===== config.mk =====
export PLATFORM = sky130hd
export DESIGN_NAME = bram_stream_reader
export DESIGN_NICKNAME = d
export VERILOG_FILES = /design/src/rtl/bram_stream_reader.sv
export SDC_FILE = /design/constraint.sdc
export NUM_CORES = 1
export LEC_CHECK = 0
export CORE_AREA = 2 2 440 442
export DETAILED_ROUTE_END_ITERATION = 7
export DIE_AREA = 0 0 442 444
export HOLD_SLACK_MARGIN = 0.12
export MAX_ROUTING_LAYER = met4
export SLEW_MARGIN = 15
export SYNTH_ARGS = -nofsm -noshare
export SYNTH_HDL_FRONTEND = slang
export SYNTH_SLANG_ARGS = --single-unit

===== constraint.sdc =====
create_clock -name clk -period 15.7 [get_ports clk]
set_input_delay 3.14 -clock clk [delete_from_list [all_inputs] [get_ports clk]]
set_output_delay 3.14 -clock clk [all_outputs]
set_load 0.005 [all_outputs]

===== src/rtl/bram_stream_reader.sv =====
// -----------------------------------------------------------------------------
// bram_stream_reader
//
// Avalon-MM read master that walks a contiguous (wrapping) word-address range
// of one BRAM port and re-emits the words as a valid/ready stream.
//
// The BRAM read port has a fixed RD_LAT-cycle registered latency. Every read
// is tagged in a shift register that runs alongside the BRAM pipeline. When a
// tag leaves the shift register, the matching word is on bram_readdata and is
// pushed into a small show-ahead FIFO. New reads are only issued while every
// outstanding read still has a FIFO slot, so backpressure never drops a word.
//
// Ports
//   clk, reset        clock, asynchronous active-high reset
//   cmd_valid/ready   command handshake; cmd_addr = first word, cmd_len = count
//                     (0 .. 2^AWIDTH, 0 is accepted and ignored)
//   bram_*            Avalon-MM read master towards the BRAM
//                     (write/byteenable/clken are tied off)
//   out_data/valid/   output stream; out_last marks the final word of
//   ready/last        each command
//   busy              high while a command is in progress
// -----------------------------------------------------------------------------
module bram_stream_reader #(
    parameter int AWIDTH     = 9,
    parameter int DWIDTH     = 512,
    parameter int BEWIDTH    = 64,
    parameter int RD_LAT     = 2,
    parameter int FIFO_DEPTH = 4
) (
    input  logic                clk,
    input  logic                reset,

    input  logic                cmd_valid,
    output logic                cmd_ready,
    input  logic [AWIDTH-1:0]   cmd_addr,
    input  logic [AWIDTH:0]     cmd_len,

    output logic [AWIDTH-1:0]   bram_address,
    output logic                bram_chipselect,
    output logic                bram_write,
    output logic [BEWIDTH-1:0]  bram_byteenable,
    output logic                bram_clken,
    input  logic [DWIDTH-1:0]   bram_readdata,

    output logic [DWIDTH-1:0]   out_data,
    output logic                out_valid,
    input  logic                out_ready,
    output logic                out_last,

    output logic                busy
);

    localparam int PTR_W = (FIFO_DEPTH > 1) ? $clog2(FIFO_DEPTH) : 1;
    localparam int CNT_W = $clog2(FIFO_DEPTH + 1);
    localparam int OCC_W = $clog2(FIFO_DEPTH + RD_LAT + 2) + 1;

    typedef enum logic [1:0] {
        IDLE  = 2'd0,
        ISSUE = 2'd1,
        DRAIN = 2'd2
    } state_t;

    state_t               state;
    logic [AWIDTH-1:0]    addr;
    logic [AWIDTH:0]      remaining;
    logic                 issue_last;   // qualifies the read currently on the bus

    // Latency tags: stage 0 follows the read on the bus by one cycle, so the
    // tag in stage RD_LAT-1 lines up with its word on bram_readdata.
    logic [RD_LAT-1:0]    tag_valid;
    logic [RD_LAT-1:0]    tag_last;

    logic [DWIDTH-1:0]    fifo_data [FIFO_DEPTH];
    logic                 fifo_last [FIFO_DEPTH];
    logic [PTR_W-1:0]     wr_ptr;
    logic [PTR_W-1:0]     rd_ptr;
    logic [CNT_W-1:0]     fifo_count;

    logic                 push;
    logic                 pop;
    logic [OCC_W-1:0]     occupancy;
    logic                 can_issue;

    // The BRAM is only ever read.
    assign bram_write      = 1'b0;
    assign bram_byteenable = '1;
    assign bram_clken      = 1'b1;

    // ------------------------------------------------------------------
    // Credit accounting
    // ------------------------------------------------------------------
    // occupancy = reads on the bus + reads in the BRAM pipeline + FIFO
    // entries. Every one of them will end up in the FIFO, so a new read is
    // only allowed while that total stays below FIFO_DEPTH. A pop this cycle
    // frees its slot at the same edge the new read is registered, so it is
    // credited immediately; that keeps one word per cycle streaming.
    always_comb begin
        occupancy = OCC_W'(fifo_count) + OCC_W'(bram_chipselect);
        for (int i = 0; i < RD_LAT; i++) begin
            occupancy = occupancy + OCC_W'(tag_valid[i]);
        end
    end

    assign can_issue = (occupancy - OCC_W'(pop)) < OCC_W'(FIFO_DEPTH);

    // ------------------------------------------------------------------
    // Control FSM (all outputs registered)
    // ------------------------------------------------------------------
    always_ff @(posedge clk or posedge reset) begin
        if (reset) begin
            state           <= IDLE;
            addr            <= '0;
            remaining       <= '0;
            cmd_ready       <= 1'b1;
            busy            <= 1'b0;
            bram_chipselect <= 1'b0;
            bram_address    <= '0;
            issue_last      <= 1'b0;
        end else begin
            bram_chipselect <= 1'b0;
            issue_last      <= 1'b0;
            case (state)
                IDLE: begin
                    if (cmd_valid && cmd_ready) begin
                        addr      <= cmd_addr;
                        remaining <= cmd_len;
                        // A zero-length command is consumed without effect.
                        if (cmd_len != '0) begin
                            state     <= ISSUE;
                            cmd_ready <= 1'b0;
                            busy      <= 1'b1;
                        end
                    end
                end
                ISSUE: begin
                    if (can_issue) begin
                        bram_chipselect <= 1'b1;
                        bram_address    <= addr;
                        issue_last      <= (remaining == (AWIDTH+1)'(1));
                        addr            <= addr + 1'b1;   // wraps modulo 2^AWIDTH
                        remaining       <= remaining - 1'b1;
                        if (remaining == (AWIDTH+1)'(1)) begin
                            state <= DRAIN;
                        end
                    end
                end
                DRAIN: begin
                    if (pop && out_last) begin
                        state     <= IDLE;
                        cmd_ready <= 1'b1;
                        busy      <= 1'b0;
                    end
                end
                default: begin
                    state <= IDLE;
                end
            endcase
        end
    end

    // ------------------------------------------------------------------
    // Latency tag shift register
    // ------------------------------------------------------------------
    always_ff @(posedge clk or posedge reset) begin
        if (reset) begin
            tag_valid <= '0;
            tag_last  <= '0;
        end else begin
            tag_valid[0] <= bram_chipselect;
            tag_last[0]  <= bram_chipselect & issue_last;
            for (int i = 1; i < RD_LAT; i++) begin
                tag_valid[i] <= tag_valid[i-1];
                tag_last[i]  <= tag_last[i-1];
            end
        end
    end

    assign push = tag_valid[RD_LAT-1];

    // ------------------------------------------------------------------
    // Show-ahead output FIFO
    // ------------------------------------------------------------------
    function automatic logic [PTR_W-1:0] ptr_inc(input logic [PTR_W-1:0] p);
        return (p == PTR_W'(FIFO_DEPTH - 1)) ? '0 : p + 1'b1;
    endfunction

    assign out_valid = (fifo_count != '0);
    assign pop       = out_valid & out_ready;
    assign out_data  = fifo_data[rd_ptr];
    // Masked so a stale flag in an empty slot never shows on the port.
    assign out_last  = out_valid & fifo_last[rd_ptr];

    // Storage carries no reset: contents are meaningless while count is 0.
    always_ff @(posedge clk) begin
        if (push) begin
            fifo_data[wr_ptr] <= bram_readdata;
            fifo_last[wr_ptr] <= tag_last[RD_LAT-1];
        end
    end

    always_ff @(posedge clk or posedge reset) begin
        if (reset) begin
            wr_ptr     <= '0;
            rd_ptr     <= '0;
            fifo_count <= '0;
        end else begin
            if (push) begin
                wr_ptr <= ptr_inc(wr_ptr);
            end
            if (pop) begin
                rd_ptr <= ptr_inc(rd_ptr);
            end
            case ({push, pop})
                2'b10:   fifo_count <= fifo_count + 1'b1;
                2'b01:   fifo_count <= fifo_count - 1'b1;
                default: fifo_count <= fifo_count;
            endcase
        end
    end

endmodule


==> impl_metrics.csv <==
group,metric,value,unit
status,outcome,"finished, final reports clean",
power,power.density,183,nW/um2
setup_path,timing.rr.end,"fifo_data[1][427]",
layout,syn2layout_area_growth,26.7,%
floorplanning,dieHeight,444,um
yosys,syn_inst,2979,
global_route,grt_pass1_vias,36604,
cts,cts-root-buf,"clkbuf_16",
floorplanning,ios,1127,
power,p_leak,30.9,nW
timing,period_needed,8.68,ns
hold_path,hold_end,"tag_last[1]",
run,maxCapViolations,0,
floorplanning,num_rows,161,
global_route,gr-total-overflow,0,
yosys,synth.avg_cell_area,25.7,um2
timing,fmax,0.115,GHz
yosys,synth-main-ff-cell,"edfxtp_1",
setup_path,worstSetupPathType,"reg2out",
timing,setup_viol,0,
floorplanning,start_util,40.0,%
hold_path,worstHoldStart,"tag_last[0]",
routing,wl_per_cell,27.2,um
hold_path,holdCritPathClass,"reg2reg",
cts,clk_pin_slew,0.06,ns
cts,cts.sinks,2097,
yosys,synth_edf_count,2052,
cts,clock_latency,0.87,ns
setup_path,worstSetupStartpointType,"flop",
timing,hold_viol_final,0,
global_route,grt_max_degree,150,
yosys,synth_warnings,0,
place,hpwl,121000,um
place,placement.setup.worst_slack,7.73,ns
routing,vias_per_cell,5.17,
floorplanning,die_area,196000,um2
global_route,use_met2,31.6,%
global_route,grt_pass1_wl,268000,um
routing,antenna_left,0,
setup_path,r2r-start,"tag_valid[1]",
cts,cts_setup_buffers,0,
power,worst_ir_drop_vdd,0.150,mV
global_route,antenna_found_initial,70,
setup_path,crit_fanout,108,
setup_path,worst_ep_arrival_time,5.54,ns
timing,worst_pin_slew,1.13,ns
yosys,ys_ff_latch,2097,
setup_path,reg2regPathDepth,4,
layout,multi_input_comb_area,13000,um2
yosys,mappedNetlistArea,76700,um2
routing,vias,35835,
timing,maxSlewHeadroom,24.4,%
cts,cts_tree,"done",
place,port_buffers,1060,
timing,setup_tns,0,ns
layout,n_fill_cell,15110,
setup_path,endpoint_kind,"output port",
layout,drive_gt1_share,20.4,%
global_route,gr-usage-all-layers,19.5,%
floorplanning,die_w,442,um
cts,cts_buffer_depth,3,
cts,cts_resized,0,
timing,slew_viol_final,0,
routing,drtIter0Drc,2378,
yosys,yosysUniqueCellTypes,60,
routing,wl,189000,um
hold_path,min_path_cells,0,
setup_path,r2r_slack,11.13,ns
yosys,synth_top_area_share,80.3,%
routing,drc,0,
yosys,synth_area_leaders,"edfxtp_1, mux4_2, dfrtp_1",
timing,fin_crit_sh,55.3,%
global_route,top_usage_layer,"met2",
timing,fin_ws,7.02,ns
global_route,grtUsageMet1,23.0,%
cts,cts.htree.levels,4,
cts,ctsHoldBuffers,0,
yosys,async_reset_ff_share,2.15,%
yosys,ys_seq_area_share,81.8,%
routing,first_pass_iters,8,
timing,rsz0062_at_grt,"no",
yosys,synth_top_cell_by_area,"edfxtp_1",
floorplanning,core-area,192000,um2
place,gp_congestion,0.852,
global_route,use_met3,5.74,%
setup_path,crit_required,12.56,ns
cts,cts_buffers,212,
timing,skew,0.0571,ns
layout,seq_area,62800,um2
layout,nets,4720,
[cells in the final DEF, fill, tap and decap left out, types with 4 or more instances in the layout]
cell                n
clkinv_16           6
nand2_1            16
bufinv_16          25
clkinv_2           39
clkbuf_1           44
conb_1             66
xor2_1              7
diode_2            51
a21oi_1             8
nor3_1              4
o21ai_0            16
mux4_2            513
edfxtp_1         2052
inv_1              12
clkbuf_16         213
buf_12             11
nor2_1             14
nand2b_1            4
clkdlybuf4s50_1  1060
nand3_1             7
clkinv_1           50
buf_4              31
dfrtp_1            42
clkinv_8            4
mux2_2              9
ha_1               12
and2_4              4
o211ai_1            9
[worst max-delay path, cell delays in order (launching register included)]
cell and delay, ns:
dfrtp_4 0.80, buf_12 0.60, buf_4 0.89, buf_4 0.85, mux4_2 0.61, clkdlybuf4s50_1 0.52
[area by class of cell]
class                           count  share of cell area, %
Antenna cell                       51                  0.131
Clock buffer                      259                   5.68
Clock inverter                    136                   1.55
Inverter                           14                 0.0541
Multi-Input combinational cell    744                   13.4
Sequential cell                  2097                   64.6
Tap cell                         2526                   3.25
Timing Repair Buffer             1102                   11.4
[flip-flops by register name, indices dropped and copies added (netlist names), 2 cells and up]
name / cells
state: 2
bram_address: 9
fifo_data: 2048
rd_ptr: 2
wr_ptr: 2
tag_last: 2
tag_valid: 2
remaining: 10
fifo_last: 4
fifo_count: 3
addr: 9
[per-stage QoR]
step	power [mW]	hold slack, ns	instance area, um2	std cells	utilization [%]
2_1_floorplan	10.4	0.331	76900	3043	-
3_3_place_gp	13.0	0.334	90000	6483	47.0
3_5_place_dp	13.0	0.341	90000	6483	47.0
4_1_cts	18.1	0.356	97100	6878	50.7
5_1_grt	18.5	0.365	97200	6924	50.7
6_report	17.8	0.350	97200	6929	50.7
[cells by family after synthesis]
group | after synthesis | synth area share [%]
muxes | 525 | 15.2
adders and majority gates | 14 | 0.248
xor gates and xnor gates | 9 | 0.103
DFF | 2097 | 81.8
buffers and inverters | 202 | 1.55
and+or+nand+nor | 76 | 0.571
AOI/OAI and AO/OA | 54 | 0.475
other | 2 | 0.00979
[power breakdown]
part / switching, mW / leakage (nW) / total, mW / internal [mW]
Clock: 2.12 / 3.42 / 5.04 / 2.92
Combinational: 2.59 / 8.29 / 5.51 / 2.92
Sequential: 0.239 / 19.2 / 7.26 / 7.02
[routing by layer]
metal / vias to the layer above / wire length [um]
met5: - / 0
met4: 0 / 6750
met3: 312 / 13300
met2: 1223 / 96400
met1: 19125 / 72400
li1: 15175 / -
[worst max-delay path by stage]
stage	startpoint	to	cells after the start
6_report	rd_ptr[0]	out_data[446]	5
5_1_grt	rd_ptr[0]	out_data[446]	5
4_1_cts	rd_ptr[0]	out_data[446]	5
3_5_place_dp	rd_ptr[0]	out_data[446]	5
3_3_place_gp	rd_ptr[0]	out_data[482]	5
2_1_floorplan	tag_valid[1]	fifo_data[0][0]	2
[cell usage after synthesis, types with 2 or more instances]
cell,n
a21o_1,2
o211ai_1,9
clkbuf_1,20
o31ai_1,2
o311ai_0,2
and2_1,6
o21ai_0,16
nand2_1,16
nor4_1,3
a32o_1,2
inv_1,13
buf_2,48
conb_1,2
and3_1,2
ha_1,12
fa_1,2
buf_1,21
mux2_2,9
or2_2,3
nor2_1,14
a21oi_1,8
dfrtp_1,44
nor3_1,4
edfxtp_1,2052
nand3_1,7
a31oi_1,3
a211o_1,2
xnor2_1,2
mux2i_1,3
mux4_2,513
xor2_1,7
buf_4,99
nand2b_1,4
(Power assumes the default switching activity.)
